$ cat src/rtl/quad_step_driver_pkg.sv
// Shared types and constants for the quadrature step driver and its input filters.
package quad_step_driver_pkg;

  localparam int unsigned DefSyncStages = 2;
  localparam int unsigned DefFiltLen    = 4;
  localparam logic [3:0]  DefPreset     = 4'd0;

  typedef enum logic {
    StSeed,
    StTrack
  } qsd_state_e;

  // Successor of {A,B} when the shaft turns forward: 00 -> 01 -> 11 -> 10 -> 00.
  function automatic logic [1:0] gray_fwd(input logic [1:0] ab);
    logic [1:0] nxt;
    unique case (ab)
      2'b00: nxt = 2'b01;
      2'b01: nxt = 2'b11;
      2'b11: nxt = 2'b10;
      2'b10: nxt = 2'b00;
    endcase
    return nxt;
  endfunction

  function automatic logic [1:0] gray_rev(input logic [1:0] ab);
    logic [1:0] nxt;
    unique case (ab)
      2'b00: nxt = 2'b10;
      2'b10: nxt = 2'b11;
      2'b11: nxt = 2'b01;
      2'b01: nxt = 2'b00;
    endcase
    return nxt;
  endfunction

endpackage

$ cat src/rtl/quad_step_driver_input_filter.sv
// Synchronizer plus debounce for one asynchronous encoder pin.
module quad_input_filter
  import quad_step_driver_pkg::*;
#(
  parameter int unsigned SYNC_STAGES = DefSyncStages,
  parameter int unsigned FILT_LEN    = DefFiltLen
) (
  input  logic clk_i,
  input  logic rst_ni,
  input  logic pin_i,
  output logic level_o,
  output logic busy_o
);

  localparam logic [3:0] FiltLast = 4'(FILT_LEN - 1);

  logic [SYNC_STAGES-1:0] sync_q, sync_d;
  logic [3:0]             cnt_q, cnt_d;
  logic                   level_q, level_d;
  logic                   sample;

  assign sample = sync_q[SYNC_STAGES-1];

  always_comb begin
    sync_d  = {sync_q[SYNC_STAGES-2:0], pin_i};
    cnt_d   = 4'd0;
    level_d = level_q;
    if (sample != level_q) begin
      if (cnt_q == FiltLast) begin
        level_d = sample;
      end else begin
        cnt_d = cnt_q + 4'd1;
      end
    end
  end

  always_ff @(posedge clk_i) begin
    if (!rst_ni) begin
      sync_q  <= '0;
      cnt_q   <= 4'd0;
      level_q <= 1'b0;
    end else begin
      sync_q  <= sync_d;
      cnt_q   <= cnt_d;
      level_q <= level_d;
    end
  end

  assign level_o = level_q;
  // Busy while any value still in flight could move the filtered level.
  assign busy_o  = (sync_q != {SYNC_STAGES{level_q}});

endmodule

$ cat src/rtl/quad_step_driver.sv
// Turns filtered quadrature A/B/index levels into registered load/inc/dec/error pulses.
module quad_step_driver
  import quad_step_driver_pkg::*;
#(
  parameter int unsigned SYNC_STAGES = DefSyncStages,
  parameter int unsigned FILT_LEN    = DefFiltLen,
  parameter logic [3:0]  PRESET      = DefPreset
) (
  input  logic       clk,
  input  logic       reset,
  input  logic       quad_a,
  input  logic       quad_b,
  input  logic       index,
  output logic       load_en,
  output logic       inc_en,
  output logic       dec_en,
  output logic [3:0] din,
  output logic       step_err,
  output logic       err_sticky
);

  localparam logic [3:0] SeedLast = 4'(FILT_LEN - 1);

  logic a_lvl, b_lvl, idx_lvl;
  logic a_busy, b_busy, idx_busy;

  quad_input_filter #(
    .SYNC_STAGES(SYNC_STAGES),
    .FILT_LEN   (FILT_LEN)
  ) u_filt_a (
    .clk_i  (clk),
    .rst_ni (reset),
    .pin_i  (quad_a),
    .level_o(a_lvl),
    .busy_o (a_busy)
  );

  quad_input_filter #(
    .SYNC_STAGES(SYNC_STAGES),
    .FILT_LEN   (FILT_LEN)
  ) u_filt_b (
    .clk_i  (clk),
    .rst_ni (reset),
    .pin_i  (quad_b),
    .level_o(b_lvl),
    .busy_o (b_busy)
  );

  quad_input_filter #(
    .SYNC_STAGES(SYNC_STAGES),
    .FILT_LEN   (FILT_LEN)
  ) u_filt_idx (
    .clk_i  (clk),
    .rst_ni (reset),
    .pin_i  (index),
    .level_o(idx_lvl),
    .busy_o (idx_busy)
  );

  qsd_state_e state_q, state_d;
  logic [3:0] seed_cnt_q, seed_cnt_d;
  logic [1:0] prev_ab_q, prev_ab_d;
  logic       idx_prev_q, idx_prev_d;
  logic       load_en_q, load_en_d;
  logic       inc_en_q, inc_en_d;
  logic       dec_en_q, dec_en_d;
  logic       step_err_q, step_err_d;
  logic       err_sticky_q, err_sticky_d;

  logic [1:0] cur_ab;
  logic       any_busy;
  logic       moved, is_fwd, is_rev, is_illegal, idx_rise;

  assign cur_ab     = {a_lvl, b_lvl};
  assign any_busy   = a_busy | b_busy | idx_busy;
  assign moved      = (cur_ab != prev_ab_q);
  assign is_fwd     = moved && (cur_ab == gray_fwd(prev_ab_q));
  assign is_rev     = moved && (cur_ab == gray_rev(prev_ab_q));
  assign is_illegal = moved && !is_fwd && !is_rev;
  assign idx_rise   = idx_lvl & ~idx_prev_q;

  always_comb begin
    state_d      = state_q;
    seed_cnt_d   = seed_cnt_q;
    prev_ab_d    = prev_ab_q;
    idx_prev_d   = idx_prev_q;
    load_en_d    = 1'b0;
    inc_en_d     = 1'b0;
    dec_en_d     = 1'b0;
    step_err_d   = 1'b0;
    err_sticky_d = err_sticky_q;
    unique case (state_q)
      StSeed: begin
        // Seed only once every pin has been quiet long enough that its level is final.
        if (any_busy) begin
          seed_cnt_d = 4'd0;
        end else if (seed_cnt_q == SeedLast) begin
          state_d    = StTrack;
          seed_cnt_d = 4'd0;
          prev_ab_d  = cur_ab;
          idx_prev_d = idx_lvl;
        end else begin
          seed_cnt_d = seed_cnt_q + 4'd1;
        end
      end
      StTrack: begin
        prev_ab_d    = cur_ab;
        idx_prev_d   = idx_lvl;
        // A concurrent index load wins; an illegal step is still flagged.
        load_en_d    = idx_rise;
        inc_en_d     = is_fwd & ~idx_rise;
        dec_en_d     = is_rev & ~idx_rise;
        step_err_d   = is_illegal;
        err_sticky_d = err_sticky_q | is_illegal;
      end
    endcase
  end

  always_ff @(posedge clk) begin
    if (!reset) begin
      state_q      <= StSeed;
      seed_cnt_q   <= 4'd0;
      prev_ab_q    <= 2'b00;
      idx_prev_q   <= 1'b0;
      load_en_q    <= 1'b0;
      inc_en_q     <= 1'b0;
      dec_en_q     <= 1'b0;
      step_err_q   <= 1'b0;
      err_sticky_q <= 1'b0;
    end else begin
      state_q      <= state_d;
      seed_cnt_q   <= seed_cnt_d;
      prev_ab_q    <= prev_ab_d;
      idx_prev_q   <= idx_prev_d;
      load_en_q    <= load_en_d;
      inc_en_q     <= inc_en_d;
      dec_en_q     <= dec_en_d;
      step_err_q   <= step_err_d;
      err_sticky_q <= err_sticky_d;
    end
  end

  assign load_en    = load_en_q;
  assign inc_en     = inc_en_q;
  assign dec_en     = dec_en_q;
  assign step_err   = step_err_q;
  assign err_sticky = err_sticky_q;
  assign din        = PRESET;

endmodule

$ cat config.mk
export PLATFORM = sky130hd
export DESIGN_NAME = quad_step_driver
export DESIGN_NICKNAME = d
export VERILOG_FILES = /design/src/rtl/quad_step_driver_pkg.sv /design/src/rtl/quad_step_driver_input_filter.sv /design/src/rtl/quad_step_driver.sv
export SDC_FILE = /design/constraint.sdc
export NUM_CORES = 1
export LEC_CHECK = 0
export ABC_AREA = 1
export BUFFER_PORTS_ARGS = -buffer_cell sky130_fd_sc_hd__buf_4
export CORE_ASPECT_RATIO = 1.1
export CORE_MARGIN = 10
export CORE_UTILIZATION = 40
export CTS_CLUSTER_DIAMETER = 60
export CTS_CLUSTER_SIZE = 24
export DETAILED_ROUTE_END_ITERATION = 10
export HOLD_SLACK_MARGIN = 0.05
export PLACE_DENSITY = 0.6
export SLEW_MARGIN = 0
export SYNTH_ARGS = -nofsm -noshare
export SYNTH_HDL_FRONTEND = slang
export SYNTH_SLANG_ARGS = --single-unit
$ cat constraint.sdc
create_clock -name clk -period 1.55 [get_ports clk]
set_input_delay 0.155 -clock clk [delete_from_list [all_inputs] [get_ports clk]]
set_output_delay 0.155 -clock clk [all_outputs]
set_load 0.03 [all_outputs]
==> run metrics <==
number of port buffers 9; Yosys cell types 25; Antenna Cells 0; clock root buffer clkbuf_4; Final Skew 0.00670 ns; die height 82.3 um; crit path DAT 1.60 ns; overall power 0.00142 W; Via density 4.41; clock transition at the registers of the reported paths 0.10 ns; Leak 0.725 nW; final cell count without fillers 244; fill count 346; DRC 0; type of origin of the critical path flop; synthesized area per cell 7.88 sq um; most frequent cells in the layout 36 x nand2_1, 34 x dfxtp_1, 23 x nor2_1; Synth-to-Final Area Change 13.1%; Final setup viols 0; number of CTS-inserted buffers 5; Max Clk Rate 751 MHz; PwrDens 888 nW/um^2; Clock Path Buffers 2; crit-path max cell delay 0.35 ns; critical path endpoint category flop; Synth Instances 179; setup TNS 0 ns; Synth Warn # 0; Hold WS 0.136 ns; post-synthesis sequential area ratio 48.3%; Max FO, Critical Path 4; max cap viols 0; Initial Utilization 42.0%; total core area 3360 sq um; Worst VDD drop 0.000572 V; pre-CTS WS 0.108 ns; largest cells by area after synthesis dfxtp_1 48%, nand2_1 9.6%, nor2_1 6.1%; Crit Path Category flop to flop; DIE WIDTH 76.6 um; Final #Nets 205; fin crit share 85.9%; Post-Syn Area 1410 sq um; Tot GR Track Use 8.45%; commonest non-fill, non-tap cell in the layout nand2_1; clk sink count 34; critical path's slowest cell dfxtp_1; Hold Vio Cnt, Final 0; WP data required 1.82 ns; DPL Wire Length 1810 um; WL/cell 9.49 um; dpl cells 234; CTS tree yes; sequence of cells on the critical path ha_1 > nor3b_2 > or2_2 > nand3_1 > nand2_1 > nor2_1; largest net degree at the start of global routing 17; # IOs 14; final worst slack 0.218 ns; via count of the routed design 1077; DRT iter0 DRCs 42; Pre-Repair DR Iteration Count 4; RSZ-0062 raised after global routing false; Yosys top cell by area dfxtp_1; WL final 2320 um; first-pass GRT wire length 4280 um; Synth Register Bits 34; GRT overflow 0; share of cells above drive strength 1 15.3%; status complete, no violations; DRT antenna net count 0; global placement routability congestion 0.722; row count 22; post-synth top area share 48.3%; Max H-tree Level 2; initial antenna violation count 0; vias in the first global route 1039; Die Area 6300 sq um; post-CTS setup buffers 0; Pins Over Slew Limit 0; Hold Crit Class primary input to flop; Tmin final 1.33 ns; Clock Latency Late Sink 0.33 ns
worst paths after layout:
kind	endpoint	startpoint	cells after the start	slack, ns
setup / recovery	prev_ab_q[1]$_SDFFE_PN0P_	seed_cnt_q[0]$_SDFFE_PN0N_	6	0.22
hold / removal	u_filt_b.sync_q[0]$_SDFF_PN0_	reset	3	0.14
setup reg to reg	prev_ab_q[1]$_SDFFE_PN0P_	seed_cnt_q[0]$_SDFFE_PN0N_	6	0.22
hold reg to reg	u_filt_idx.sync_q[1]$_SDFF_PN0_	u_filt_idx.sync_q[0]$_SDFF_PN0_	2	0.44
kinds of logic after synthesis:
family                     Yosys count  share of synthesized area, %
buffers and inverters               29                          8.78
DFF                                 34                          48.3
other                                1                         0.266
adders and majority gates            4                          3.55
xor gates and xnor gates             8                          4.97
and+or+nand+nor                     84                          27.1
AOI/OAI and AO/OA                   19                          7.10
report_power, final:
part,internal [W],total (W),switching [W]
Combinational,0.0000302,0.0000836,0.0000534
Clock,0.000171,0.000440,0.000269
Sequential,0.000885,0.000894,0.00000871
Total,0.00109,0.00142,0.000331
sequential cells by signal (all words and copies together), names as in the netlist, 2 cells and up:
| name | count |
|---|---|
| u_filt_a.cnt_q | 4 |
| seed_cnt_q | 4 |
| u_filt_b.sync_q | 2 |
| prev_ab_q | 2 |
| u_filt_b.cnt_q | 4 |
| u_filt_idx.cnt_q | 4 |
| u_filt_a.sync_q | 2 |
| u_filt_idx.sync_q | 2 |
repair_timing:
| item | in CTS | in global routing |
|---|---|---|
| endpoints found under the setup margin | 0 | 3 |
| hold buffers | 3 | 0 |
| endpoints found under the hold margin | 3 | 0 |
| resized for setup | 0 | 1 |
area by class of cell:
class	count	area (sq um)	share of cell area [%]
Sequential cell	34	681	42.7
Multi-Input combinational cell	119	622	39.0
Timing Repair Buffer	12	97.6	6.12
Inverter	24	90.1	5.65
Tap cell	48	60.1	3.76
Clock buffer	7	45.0	2.82
cell usage after synthesis, drive strengths merged:
master,instances
ha,4
or2,5
inv,24
nor3,2
conb,1
a21o,1
nand4,2
nand2,39
nor2,26
a211oi,1
xnor2,2
nand3,9
clkbuf,1
dfxtp,34
a21oi,8
buf,4
o21ai,9
nor3b,1
xor2,6
layer usage:
layer	track usage (%)	vias to the layer above	wire [um]
met5	0	-	0
met3	4.21	6	120
met4	4.46	0	44
met2	14.7	15	1080
met1	8.33	477	1070
li1	-	579	-
worst max-delay path, delay by kind of cell (launching register included):
family | cells | cell delay [ns]
adder cells (fa/ha/maj) | 1 | 0.23
AND/OR/NAND/NOR | 5 | 0.70
flip-flops | 1 | 0.35
metrics by stage:
stage	cell area, sq um	utilization [%]
5_1_grt	1600	47.5
3_3_place_gp	1520	45.1
3_5_place_dp	1520	45.1
4_1_cts	1590	47.4
2_1_floorplan	1420	-
6_report	1600	47.5
No activity file was read; power rests on OpenSTA's default activity.
